### src/rtl/mbc_pkg.sv
// Shared types and width helpers for the multi-band centroid tracker.
package mbc_pkg;

  typedef enum logic [1:0] {StIdle, StDiv, StOut} state_e;

  localparam int unsigned MaxBandW = 3;
  localparam int unsigned MaxXW    = 16;
  localparam int unsigned MaxCntW  = 32;

  // Fields are sized for the largest supported configuration; the top trims them.
  typedef struct packed {
    logic [MaxBandW-1:0] band;
    logic [MaxXW-1:0]    x;
    logic [MaxCntW-1:0]  count;
    logic                lost;
  } res_rec_t;

  function automatic int unsigned sx_width(int unsigned img_w, int unsigned band_h);
    return $clog2(band_h * img_w * img_w / 2 + 1);
  endfunction

  function automatic int unsigned sp_width(int unsigned img_w, int unsigned band_h);
    return $clog2(band_h * img_w + 1);
  endfunction

endpackage

### src/rtl/multi_band_centroid_serial_divider.sv
// Restoring divider, one quotient bit per cycle; done pulses NUM_W+1 cycles after start.
module serial_divider #(
  parameter int unsigned NUM_W = 23,
  parameter int unsigned DEN_W = 15,
  parameter int unsigned Q_W   = 10
) (
  input  logic             clk,
  input  logic             rst,
  input  logic             start,
  input  logic [NUM_W-1:0] numer,
  input  logic [DEN_W-1:0] denom,
  output logic             busy,
  output logic             done,
  output logic [Q_W-1:0]   quotient
);

  localparam int unsigned CntW = $clog2(NUM_W + 1);

  // Numerator bits shift out of the top while quotient bits shift in at the bottom.
  logic [NUM_W-1:0] nq_q, nq_d;
  logic [DEN_W-1:0] rem_q, rem_d, den_q, den_d;
  logic [CntW-1:0]  cnt_q, cnt_d;
  logic             busy_q, busy_d, done_q, done_d;
  logic [DEN_W:0]   trial;

  always_comb begin
    trial  = {rem_q, nq_q[NUM_W-1]};
    nq_d   = nq_q;
    rem_d  = rem_q;
    den_d  = den_q;
    cnt_d  = cnt_q;
    busy_d = busy_q;
    done_d = 1'b0;
    if (start) begin
      nq_d   = numer;
      rem_d  = '0;
      den_d  = denom;
      cnt_d  = CntW'(NUM_W);
      busy_d = 1'b1;
    end else if (busy_q) begin
      if (trial >= {1'b0, den_q}) begin
        rem_d = trial[DEN_W-1:0] - den_q;
        nq_d  = {nq_q[NUM_W-2:0], 1'b1};
      end else begin
        rem_d = trial[DEN_W-1:0];
        nq_d  = {nq_q[NUM_W-2:0], 1'b0};
      end
      cnt_d = cnt_q - CntW'(1);
      if (cnt_q == CntW'(1)) begin
        busy_d = 1'b0;
        done_d = 1'b1;
      end
    end
  end

  always_ff @(posedge clk or posedge rst) begin
    if (rst) begin
      nq_q   <= '0;
      rem_q  <= '0;
      den_q  <= '0;
      cnt_q  <= '0;
      busy_q <= 1'b0;
      done_q <= 1'b0;
    end else begin
      nq_q   <= nq_d;
      rem_q  <= rem_d;
      den_q  <= den_d;
      cnt_q  <= cnt_d;
      busy_q <= busy_d;
      done_q <= done_d;
    end
  end

  assign busy     = busy_q;
  assign done     = done_q;
  assign quotient = nq_q[Q_W-1:0];

endmodule

### src/rtl/multi_band_centroid.sv
// Per-band x-centroid tracker: accumulates on-pixels in bottom bands, divides and emits
// one record per band after each frame.
module multi_band_centroid
  import mbc_pkg::*;
#(
  parameter int unsigned IMG_W   = 640,
  parameter int unsigned IMG_H   = 480,
  parameter int unsigned PIX_W   = 4,
  parameter int unsigned N_BANDS = 4,
  parameter int unsigned BAND_H  = 32,
  parameter int unsigned THRESH  = 0,
  parameter int unsigned MIN_PIX = 1,
  localparam int unsigned SxW = sx_width(IMG_W, BAND_H),
  localparam int unsigned SpW = sp_width(IMG_W, BAND_H),
  localparam int unsigned XW  = $clog2(IMG_W),
  localparam int unsigned YW  = $clog2(IMG_H),
  localparam int unsigned BW  = (N_BANDS > 1) ? $clog2(N_BANDS) : 1
) (
  input  logic             clk,
  input  logic             rst,
  input  logic             pix_valid,
  input  logic [PIX_W-1:0] pix_data,
  input  logic             sof,
  output logic             res_valid,
  input  logic             res_ready,
  output logic [BW-1:0]    res_band,
  output logic [XW-1:0]    res_x,
  output logic [SpW-1:0]   res_count,
  output logic             res_lost,
  output logic             frame_done,
  output logic             overrun,
  output logic             frame_err
);

  localparam logic [PIX_W-1:0] Thresh   = PIX_W'(THRESH);
  localparam logic [SpW-1:0]   MinPix   = SpW'(MIN_PIX);
  localparam logic [BW-1:0]    LastBand = BW'(N_BANDS - 1);

  logic [XW-1:0]      x_q, x_d, cur_x;
  logic [YW-1:0]      y_q, y_d, cur_y;
  logic               eof, sof_err, pix_on, frame_err_q, overrun_q;
  logic [N_BANDS-1:0] hit;
  logic [SxW-1:0]     sum_q [N_BANDS];
  logic [SxW-1:0]     sum_add [N_BANDS];
  logic [SxW-1:0]     snap_sum_q [N_BANDS];
  logic [SpW-1:0]     cnt_q [N_BANDS];
  logic [SpW-1:0]     cnt_add [N_BANDS];
  logic [SpW-1:0]     snap_cnt_q [N_BANDS];
  state_e             state_q, state_d;
  logic [BW-1:0]      band_q, band_d;
  logic [SxW-1:0]     sel_sum;
  logic [SpW-1:0]     sel_cnt;
  logic               band_lost, div_start, div_busy, div_done;
  logic [XW-1:0]      div_quot;
  res_rec_t           rec;
  logic               unused_rec;

  // sof forces the current pixel to (0,0) regardless of the running counters.
  always_comb begin
    sof_err = pix_valid && sof && ((x_q != '0) || (y_q != '0));
    cur_x   = (pix_valid && sof) ? '0 : x_q;
    cur_y   = (pix_valid && sof) ? '0 : y_q;
    eof     = pix_valid && (cur_x == XW'(IMG_W - 1)) && (cur_y == YW'(IMG_H - 1));
    x_d     = x_q;
    y_d     = y_q;
    if (pix_valid) begin
      if (cur_x == XW'(IMG_W - 1)) begin
        x_d = '0;
        y_d = (cur_y == YW'(IMG_H - 1)) ? '0 : cur_y + YW'(1);
      end else begin
        x_d = cur_x + XW'(1);
        y_d = cur_y;
      end
    end
  end

  always_comb begin
    pix_on = pix_data > Thresh;
    for (int k = 0; k < N_BANDS; k++) begin
      hit[k] = pix_valid && pix_on &&
               (int'(cur_y) >= int'(IMG_H) - (k + 1) * int'(BAND_H)) &&
               (int'(cur_y) <= int'(IMG_H) - k * int'(BAND_H) - 1);
      sum_add[k] = (sof_err ? '0 : sum_q[k]) + (hit[k] ? SxW'(cur_x) : '0);
      cnt_add[k] = (sof_err ? '0 : cnt_q[k]) + SpW'(hit[k]);
    end
  end

  always_ff @(posedge clk or posedge rst) begin
    if (rst) begin
      x_q         <= '0;
      y_q         <= '0;
      frame_err_q <= 1'b0;
      overrun_q   <= 1'b0;
      for (int k = 0; k < N_BANDS; k++) begin
        sum_q[k]      <= '0;
        cnt_q[k]      <= '0;
        snap_sum_q[k] <= '0;
        snap_cnt_q[k] <= '0;
      end
    end else begin
      x_q         <= x_d;
      y_q         <= y_d;
      frame_err_q <= sof_err;
      if (eof && (state_q != StIdle)) overrun_q <= 1'b1;
      for (int k = 0; k < N_BANDS; k++) begin
        sum_q[k] <= eof ? '0 : sum_add[k];
        cnt_q[k] <= eof ? '0 : cnt_add[k];
        // Pending results keep their snapshot; the new frame is dropped.
        if (eof && (state_q == StIdle)) begin
          snap_sum_q[k] <= sum_add[k];
          snap_cnt_q[k] <= cnt_add[k];
        end
      end
    end
  end

  assign sel_sum   = snap_sum_q[band_q];
  assign sel_cnt   = snap_cnt_q[band_q];
  assign band_lost = sel_cnt < MinPix;

  always_ff @(posedge clk or posedge rst) begin
    if (rst) begin
      state_q <= StIdle;
      band_q  <= '0;
    end else begin
      state_q <= state_d;
      band_q  <= band_d;
    end
  end

  always_comb begin
    state_d = state_q;
    band_d  = band_q;
    case (state_q)
      StIdle: begin
        if (eof) begin
          state_d = StDiv;
          band_d  = '0;
        end
      end
      StDiv: begin
        if (band_lost || div_done) state_d = StOut;
      end
      StOut: begin
        if (res_ready) begin
          if (band_q == LastBand) begin
            state_d = StIdle;
            band_d  = '0;
          end else begin
            state_d = StDiv;
            band_d  = band_q + BW'(1);
          end
        end
      end
      default: state_d = StIdle;
    endcase
  end

  always_comb begin
    rec        = '0;
    res_valid  = 1'b0;
    frame_done = 1'b0;
    div_start  = 1'b0;
    case (state_q)
      StDiv: div_start = !band_lost && !div_busy && !div_done;
      StOut: begin
        res_valid  = 1'b1;
        frame_done = res_ready && (band_q == LastBand);
        rec.band   = MaxBandW'(band_q);
        rec.x      = band_lost ? '0 : MaxXW'(div_quot);
        rec.count  = MaxCntW'(sel_cnt);
        rec.lost   = band_lost;
      end
      default: ;
    endcase
  end

  serial_divider #(
    .NUM_W(SxW),
    .DEN_W(SpW),
    .Q_W  (XW)
  ) u_div (
    .clk     (clk),
    .rst     (rst),
    .start   (div_start),
    .numer   (sel_sum),
    .denom   (sel_cnt),
    .busy    (div_busy),
    .done    (div_done),
    .quotient(div_quot)
  );

  assign res_band   = rec.band[BW-1:0];
  assign res_x      = rec.x[XW-1:0];
  assign res_count  = rec.count[SpW-1:0];
  assign res_lost   = rec.lost;
  assign overrun    = overrun_q;
  assign frame_err  = frame_err_q;
  assign unused_rec = ^rec;

endmodule

### config.mk
export PLATFORM = sky130hd
export DESIGN_NAME = multi_band_centroid
export DESIGN_NICKNAME = d
export VERILOG_FILES = /design/src/rtl/mbc_pkg.sv /design/src/rtl/multi_band_centroid_serial_divider.sv /design/src/rtl/multi_band_centroid.sv
export SDC_FILE = /design/constraint.sdc
export NUM_CORES = 1
export LEC_CHECK = 0
export ABC_AREA = 1
export CORE_MARGIN = 5
export CORE_UTILIZATION = 40
export DETAILED_ROUTE_END_ITERATION = 6
export PLACE_DENSITY_LB_ADDON = 0.1
export SLEW_MARGIN = 20
export SYNTH_ARGS = -nofsm -noshare
export SYNTH_HDL_FRONTEND = slang
export SYNTH_HIERARCHICAL = 1
export SYNTH_SLANG_ARGS = --single-unit
### constraint.sdc
create_clock -name clk -period 13.69 [get_ports clk]
set_input_delay 2.0535 -clock clk [delete_from_list [all_inputs] [get_ports clk]]
set_output_delay 2.0535 -clock clk [all_outputs]
set_load 0.005 [all_outputs]
## Word-level counts from Yosys, hierarchy flattened

Index checks and enable logic that the tools add are counted.
W data, S select, Z words.

| storage, ports and cells | value |
|---|---|
| bits of input ports | 9 |
| register bits | 389 |
| output and inout bits | 32 |

| operators by class | value |
|---|---|
| order comparisons | 12 |
| reductions and logical operators | 31 |
| bitwise logic cells | 1 |
| muxes and demuxes | 59 |
| equal/unequal tests | 9 |
| add/subtract/negate cells | 13 |

Operators by type and width:

| cell | number |
|---|---|
| $mux W23 | 12 |
| $mux W15 | 13 |
| $add A23 B10 Y23 | 4 |
| $mux W10 | 7 |
| $add A15 B1 Y15 | 4 |
| $mux W51 | 1 |
| $bmux W23 S2 | 1 |
| $ge A9 B9 Y1 const B | 4 |
| $le A9 B9 Y1 const B | 4 |
| $bmux W15 S2 | 1 |
| $mux W9 | 3 |
| $logic_and A1 B1 Y1 | 18 |
| $ge A16 B15 Y1 | 1 |
| $lt A15 B1 Y1 const B | 1 |
| $sub A15 B15 Y15 | 1 |
| $mux W2 | 6 |
| $mux W1 | 11 |
| $add A10 B1 Y10 const B | 1 |
| $eq A10 B10 Y1 const B | 1 |
| $mux W5 | 2 |
| $reduce_bool A10 Y1 | 1 |
| $add A9 B1 Y9 const B | 1 |
| $eq A9 B9 Y1 const B | 1 |
| $reduce_bool A9 Y1 | 1 |
| 16 further kinds | 25 |

## Longest topological paths before layout

Gate-level depths: netlist of the first run.

| depth | value |
|---|---|
| depth after elaboration | 10 |
| mapped depth | 25 |

## Modules after synthesis

Netlist of the first run, hierarchy kept.

Modules (own cells, without submodules):

| module | cells each | instances | area an instance (um2) |
|---|---|---|---|
| multi_band_centroid | 2,495 | 1 | 18,441.4 |
| serial_divider | 510 | 1 | 3,789.9 |

## Worst setup path before layout of the first run

No wires, ideal clock.

| timing | value |
|---|---|
| kind | input to register |
| start point | in pix_valid |
| end point | reg snap_sum_q[16] (netlist bit) |
| path buffers | 5 |
| stages | 24 |
| slack | 8.263 ns |
| arrival time | 5.309 ns |
| library setup time | 0.118 ns |
| cells stage by stage | buf_2 nand2_4 inv_2 buf_6 nand2_1 inv_1 clkbuf_1 clkbuf_1 clkbuf_1 nor2_1 ha_1 fa_1 nand3_1 nand2_1 a21boi_0 nor2_1 nand2_1 nand2_1 nand2_1 nor2_1 nand2_1 o21ai_0 nand3_1 nand2_1 |

| on the way | value |
|---|---|
| longest elaborated chain between the ends | 7 |
| elaborated cells between the ends (all ways) | 17 |
| those cells by class | add/sub: 1; order compare: 2; eq/ne: 2; mux: 4; reduce/logical: 8 |

Ends and longest elaborated chain:

| what | line | text |
|---|---|---|
| from (decl) | multi_band_centroid.sv:21 | `input logic pix_valid,` |
| $logic_and A1 B1 Y1 | multi_band_centroid.sv:60, multi_band_centroid.sv:61, multi_band_centroid.sv:62 |  |
| $mux W9 | multi_band_centroid.sv:62 | `cur_y = (pix_valid && sof) ? '0 : y_q;` |
| $ge A9 B9 Y1 | multi_band_centroid.sv:81 | `(int'(cur_y) >= int'(IMG_H) - (k + 1) * int'(BAND_H)) &&` |
| $logic_and A1 B1 Y1 | multi_band_centroid.sv:80 | `hit[k] = pix_valid && pix_on &&` |
| $logic_and A1 B1 Y1 | multi_band_centroid.sv:81 |  |
| $mux W10 | multi_band_centroid.sv:83 | `sum_add[k] = (sof_err ? '0 : sum_q[k]) + (hit[k] ? SxW'(cur_x) : '0);` |
| $add A23 B10 Y23 | multi_band_centroid.sv:83 |  |
| to (signal, indexed assignment) | multi_band_centroid.sv:110 | `snap_sum_q[k] <= sum_add[k];` |
| to (decl) | multi_band_centroid.sv:45 | `logic [SxW-1:0] snap_sum_q [N_BANDS];` |

Several ways; a longest one is shown, not always the timed one.
A chain may end at the register's enable or synchronous reset.

## Worst setup path after layout of the first run

| timing | value |
|---|---|
| start point | in pix_valid |
| end point | reg sum_q[16] (netlist bit) |

| on the way | value |
|---|---|
| longest elaborated chain between the ends | 8 |
| elaborated cells between the ends (all ways) | 17 |
| those cells by class | add/sub: 1; order compare: 2; eq/ne: 2; mux: 5; reduce/logical: 7 |

Ends and longest elaborated chain:

| what | line | text |
|---|---|---|
| $logic_and A1 B1 Y1 | multi_band_centroid.sv:60, multi_band_centroid.sv:61, multi_band_centroid.sv:62 |  |
| $mux W9 | multi_band_centroid.sv:62 |  |
| $ge A9 B9 Y1 | multi_band_centroid.sv:81 |  |
| $logic_and A1 B1 Y1 | multi_band_centroid.sv:80 |  |
| $logic_and A1 B1 Y1 | multi_band_centroid.sv:81 |  |
| $mux W10 | multi_band_centroid.sv:83 |  |
| $add A23 B10 Y23 | multi_band_centroid.sv:83 |  |
| $mux W23 (*) | multi_band_centroid.sv:106 | `sum_q[k] <= eof ? '0 : sum_add[k];` |
| to (signal, indexed assignment) | multi_band_centroid.sv:106 |  |
| to (decl) | multi_band_centroid.sv:43 | `logic [SxW-1:0] sum_q [N_BANDS];` |

Mark *: on every way between the ends. The rest lies on a longest branch, timed or not.

==> results of run 1 <==
==> metal layers <==
| metal | GRT usage (%) | routed length (µm) | vias to the layer above |
|---|---|---|---|
| met5 | 0 | 0 | - |
| met4 | 6.137 | 1626 | 0 |
| met3 | 2.717 | 2956 | 89 |
| met2 | 34.27 | 28920 | 428 |
| met1 | 28.91 | 29610 | 9149 |
| li1 | - | - | 9466 |
==> flip-flops by register name, indices dropped and copies added (netlist names) <==
register	count
x_q	10
band_q	2
snap_sum_q	92
u_div/cnt_q	5
u_div/den_q	15
state_q	2
u_div/rem_q	15
u_div/nq_q	23
snap_cnt_q	60
overrun	1
sum_q	92
u_div/busy	1
u_div/done	1
y_q	9
cnt_q	60
frame_err	1
==> how the worst min path moves through the flow <==
| stage | endpoint | slack, ns | cells past startpoint |
|---|---|---|---|
| 4_1_cts | snap_sum_q[66] | 0.48 | 2 |
| 2_1_floorplan | snap_sum_q[36] | 0.44 | 2 |
| 6_report | snap_sum_q[66] | 0.47 | 2 |
| 3_3_place_gp | snap_sum_q[65] | 0.46 | 2 |
| 5_1_grt | snap_sum_q[66] | 0.50 | 2 |
| 3_5_place_dp | snap_sum_q[41] | 0.46 | 2 |
==> critical path, cell delays in order <==
cell and delay [ns]:
clkdlybuf4s50_1 0.45, buf_4 0.27, nand2_4 0.19, inv_2 0.27, nand2_4 0.44, inv_2 0.84, buf_4 0.61, nor2_1 0.09
ha_1 0.25, fa_1 0.43, nand3_1 0.11, nand2_1 0.09, a21boi_0 0.39, nor2_1 0.10, nand2_1 0.08, nand2_1 0.08
nand2_1 0.12, nor2_1 0.16, nand2_1 0.09, o21ai_0 0.11, nand2_1 0.10, nor2_1 0.04
==> per-stage QoR <==
step | power (mW) | std cells | util, % | setup WS (ns)
global placement | 1.265 | 3686 | 41.95 | 6.256
CTS | 2.558 | 3771 | 44.79 | 6.734
detailed placement | 1.266 | 3686 | 41.95 | 6.129
global route | 2.610 | 3771 | 44.80 | 6.159
floorplan | 1.234 | 3005 | - | 2.525
finish | 2.521 | 3771 | 44.80 | 6.678
==> cells by family (layout without fill, tap and decap cells) <==
logic type / Yosys count / count (layout) / share of synthesized area [%]
flops: 389 / 389 / 43.79
buf+inv: 498 / 516 / 9.247
compound gates: 367 / 367 / 9.253
fa+ha+maj: 72 / 72 / 4.221
xor+xnor: 94 / 94 / 3.703
simple gates: 1585 / 1585 / 29.79
==> power by group <==
| group | switching (mW) | leakage (nW) | internal, mW | total, mW |
|---|---|---|---|---|
| Sequential | 0.00307 | 5.43 | 1.15 | 1.16 |
| Combinational | 0.0732 | 5.94 | 0.0125 | 0.0856 |
| Clock | 0.508 | 0.778 | 0.771 | 1.28 |
==> synthesized netlist by cell type (all sizes together) <==
master | instances | share of area [%]
a21boi | 1 | 0.034
a21o | 2 | 0.068
a21oi | 62 | 1.5
a22oi | 2 | 0.068
a31o | 2 | 0.079
a31oi | 11 | 0.31
a32o | 1 | 0.045
and2 | 18 | 0.52
buf | 73 | 2.1
clkbuf | 59 | 1.0
clkinv | 4 | 0.068
dfrtp | 389 | 44
fa | 5 | 0.45
ha | 67 | 3.8
inv | 362 | 6.1
nand2 | 829 | 14
nand3 | 174 | 4.2
nand3b | 8 | 0.27
nand4 | 60 | 1.7
nor2 | 463 | 8.0
nor3 | 29 | 0.78
nor4 | 1 | 0.028
o211ai | 4 | 0.14
o21ai | 222 | 5.1
o21bai | 10 | 0.34
o221ai | 18 | 0.71
o22ai | 29 | 0.82
o31ai | 2 | 0.068
o41ai | 1 | 0.039
or2 | 3 | 0.096
xnor2 | 26 | 1.0
xor2 | 68 | 2.7
==> layout make-up <==
type	count	area (µm²)
multi-input combinational	2118	10470
timing repair buffer	65	595.6
fill	5653	30410
sequential	389	9737
tap	748	935.9
clock buffer	68	1378
clock inverter	17	187.7
inverter	366	1381
==> impl_metrics.yaml, run 1 <==
run_status:
  outcome: "finished, final reports clean"
synthesis:
  syn_area_um2: 22230
  synth_nets: 3086
  yosysSeqAreaShare_pct: 43.79
  yosys_warnings: 6
  synth.avg_cell_area_um2: 7.398
  ys_seq_elements: 389
  synthDistinctLibCells: 52
  syn_inst: 3005
placement:
  dp_hpwl_um: 43000
  dpl_cell_area_um2: 23110
  gp_congestion: 0.8709
  port_buffers: 40
timing:
  hold_viol: 0
  tns_ns: 0
  clock.fmax_mhz: 142.6
  worstMarginPinSlew_ns: 1.044
  finalClockSkew_ns: 0.01485
  setup_viol: 0
  slew_violations: 0
  relSlewSlack_pct: 30.11
  rsz0062_at_grt: "false"
  hold_ws_ns: 0.4724
  post-route-min-period_ns: 7.012
  post-route-period-util_pct: 51.22
finish:
  design_area_um2: 24680
  diodes: 0
  synthToLayoutAreaGrowth_pct: 11.03
  final_common_cell: "nand2_1"
  drive_gt1_share_pct: 5.392
  final_cell_mix: "815 x nand2_1, 453 x nor2_1, 387 x dfrtp_1, 351 x inv_1, 165 x nand3_1"
  nets: 3068
clock_tree:
  clk_pin_slew_worst_paths_ns: 0.06
  clock_sinks: 389
  post_cts_resized: 0
  post_cts_buffers: 0
  clk_latency_ns: 0.58
  cts.root.buffer_cell: "clkbuf_16"
  cts_tree: "done"
  htreeDepth: 2
  postCtsHoldBufs: 0
  clock_path_buffers: 3
  cts_made_buffers: 47
grt:
  grt_usage_pct: 20.83
  grt_overflow_total: 0
  grt_pass1_vias: 18840
  grt_pass1_wl_um: 102200
  antenna_found_initial: 0
  grt_max_degree: 122
routing:
  wirelength_um: 63110
  remaining_drc_errors: 0
  post_drt_via_cell_ratio: 5.073
  wl_per_cell_um: 16.74
  num_vias: 19130
  first_iter_violations: 1304
  firstDrtPassIters: 7
  ant_nets: 0
critical_path:
  regToRegEndpoint: "u_div/nq_q[15]"
  rr_startpoint: "band_q[0]"
  critPathKind: "primary input to flip-flop"
  worstSetupStartpoint: "pix_valid"
  r2r_slack_ns: 8.09
  path_max_fanout: 61
  cp-end-kind: "flip-flop"
  cp-endpoint: "sum_q[16]"
  rr_worst_depth: 17
  critical_path_arrival_ns: 7.45
  cp-start-kind: "primary input"
  crit_required_ns: 14.12
power_and_ir_drop:
  p_per_area_nw_per_um2: 102.1
  p_leak_nw: 12.15
  peakVddDrop_mv: 0.07483
die:
  row_count: 86
  die_area_um2: 60390
  die_w_um: 245.8
  start_util_pct: 40.35
  pin_count: 41
  core_region_area_um2: 55090
  dieHeight_um: 245.8
run:
  maxCapViolations: 0
hold_path:
  hp-start: "snap_sum_q[66]"
  min_path_type: "flip-flop to flip-flop"
Note: power is estimated with default switching activity, not from simulation.
==> inputs of run 2 (changes only) <==
==> constraint.sdc (replaced) <==
create_clock -name clk -period 6.9 [get_ports clk]
set_input_delay 1.035 -clock clk [delete_from_list [all_inputs] [get_ports clk]]
set_output_delay 1.035 -clock clk [all_outputs]
set_load 0.005 [all_outputs]
==> run 2 against run 1 <==
  * Combinational power rose by 100%
  * Critical endpoint is now snap_sum_q[85]
  * Clock-buffer cell count down 13
  * Sequential power increased by 97%
  * Worst setup slack got worse by 5.0 ns
  * Highest routed layer unchanged
  * Utilization is 0.34 points higher
  * Total power up 110%
  * First-iteration DRC count decreased by 1.2%
  * Routed wire length is 0.69% lower
  * Worst hold slack improved by 0.0046 ns
  * Non-clock buffer count up 2
  * Critical path type unchanged
==> impl_metrics.yaml, run 2 (synthesis gave the netlist of run 1 again) <==
run_status:
  outcome: "finished, final reports clean"
timing:
  post-route-period-util_pct: 75.36
  slew_violations: 0
  post-route-min-period_ns: 5.200
  rsz0062_at_grt: "false"
  relSlewSlack_pct: 36.12
  worstMarginPinSlew_ns: 0.9571
  hold_viol: 0
  clock.fmax_mhz: 192.3
  finalClockSkew_ns: 0.009825
  tns_ns: 0
  setup_viol: 0
grt:
  antenna_found_initial: 0
  grt_pass1_wl_um: 101600
  grtUsageMet1_pct: 27.86
  grt_max_degree: 132
  gr-usage-met3_pct: 2.652
  grt_pass1_vias: 18940
  grt_use_met2_pct: 35.45
  grt_usage_pct: 20.69
  top_usage_layer: "met2"
  grt_overflow_total: 0
routing:
  firstDrtPassIters: 7
  ant_nets: 0
  num_vias: 19080
  wirelength_um: 62670
  first_iter_violations: 1289
  post_drt_via_cell_ratio: 5.056
  wl_per_cell_um: 16.61
  remaining_drc_errors: 0
die:
  start_util_pct: 40.35
  die_w_um: 245.8
  row_count: 86
  die_area_um2: 60390
  pin_count: 41
  dieHeight_um: 245.8
  core_region_area_um2: 55090
placement:
  gp_congestion: 0.8620
  port_buffers: 40
  dp_hpwl_um: 43300
power_and_ir_drop:
  p_leak_nw: 12.21
  p_per_area_nw_per_um2: 208.7
  peakVddDrop_mv: 0.1628
finish:
  layout_top_registers: "snap_sum_q (92), sum_q (92)"
  fin_util_pct: 45.15
  final_cell_mix: "815 x nand2_1, 453 x nor2_1, 387 x dfrtp_1, 351 x inv_1, 165 x nand3_1"
  diodes: 0
  drive_gt1_share_pct: 5.752
  seqCellArea_um2: 9737
  multi_input_area_um2: 10480
  fill_cells: 5720
  final_common_cell: "nand2_1"
  synthToLayoutAreaGrowth_pct: 11.88
  nets: 3069
clock_tree:
  clock_path_buffers: 3
  clock_sinks: 389
  cts.root.buffer_cell: "clkbuf_16"
  postCtsHoldBufs: 0
  htreeDepth: 2
  post_cts_buffers: 0
  cts_made_buffers: 46
  post_cts_resized: 0
  clk_latency_ns: 0.58
  clk_pin_slew_worst_paths_ns: 0.06
  cts_tree: "done"
hold_path:
  min_to: "snap_cnt_q[52]"
  whs_path_depth: 2
  min_path_type: "flip-flop to flip-flop"
  hp-start: "snap_cnt_q[52]"
critical_path:
  critical_path_arrival_ns: 5.71
  crit_required_ns: 7.41
  cp-start-kind: "primary input"
  path_max_fanout: 25
  r2r_slack_ns: 2.33
  rr_worst_depth: 17
  cp-end-kind: "flip-flop"
  rr_startpoint: "band_q[0]"
  critPathKind: "primary input to flip-flop"
  regToRegEndpoint: "u_div/nq_q[14]"
run:
  maxCapViolations: 0
## run 2: cell count changes in the layout (fill, tap and decap cells not counted), sizes merged
cell	before	now
inv	363	364
bufinv	4	9
buf	25	27
clkinvlp	1	8
clkbuf	68	55
## run 2: worst max-delay path by stage
| stage | cells past startpoint | start | endpoint |
|---|---|---|---|
| after floorplan | 1 | rst | band_q[0] |
| after global placement | 21 | pix_valid | snap_sum_q[85] |
| after detailed placement | 21 | pix_valid | snap_sum_q[85] |
| after CTS | 21 | pix_valid | snap_sum_q[85] |
| after global routing | 22 | pix_valid | snap_sum_q[16] |
| final | 21 | pix_valid | snap_sum_q[85] |
## run 2: layout make-up
class | count | share of cell area (%)
Clock buffer | 55 | 5.181
Sequential cell | 389 | 39.15
Inverter | 366 | 5.539
Tap cell | 748 | 3.763
Multi-Input combinational cell | 2118 | 42.12
Timing Repair Buffer | 67 | 2.576
Clock inverter | 30 | 1.670
## run 2: per-layer routing
layer,share of wire [%],vias to the layer above
li1,-,9488
met1,47,9194
met2,47,305
met3,3.7,89
met4,2.3,0
met5,0,-
## run 2: through the flow
step	instance area (µm²)	cells	hold WS [ns]	worst slack [ns]	total power, mW
6_report	24870	3773	0.4770	1.700	5.191
5_1_grt	24870	3773	0.4989	1.393	5.375
4_1_cts	24860	3773	0.4824	1.854	5.275
3_5_place_dp	23160	3688	0.4653	1.243	2.513
3_3_place_gp	23160	3688	0.4636	1.308	2.513
2_1_floorplan	22240	3005	0.4436	1.472	2.448
## run 2: where the power goes
group / switching [mW] / internal [mW] / total (mW)
Combinational: 0.146 / 0.0284 / 0.174
Sequential: 0.00647 / 2.29 / 2.29
Clock: 1.04 / 1.68 / 2.72
## run 2: worst max-delay path, stage by stage
cell and delay [ns]:
clkdlybuf4s50_1 0.39, buf_4 0.22, nand2_4 0.18, nand2_4 0.09, nor2_1 0.13, nand2_1 0.08, nor3_1 0.75, clkinv_1 0.56
nor2_1 0.21, ha_1 0.23, inv_1 0.07, fa_1 0.40, inv_1 0.14, nand3_1 0.09, nand3_1 0.17, nand2_1 0.11
nor2_1 0.40, nand3_1 0.17, nand2_1 0.13, nand2_1 0.06, nand2_1 0.07
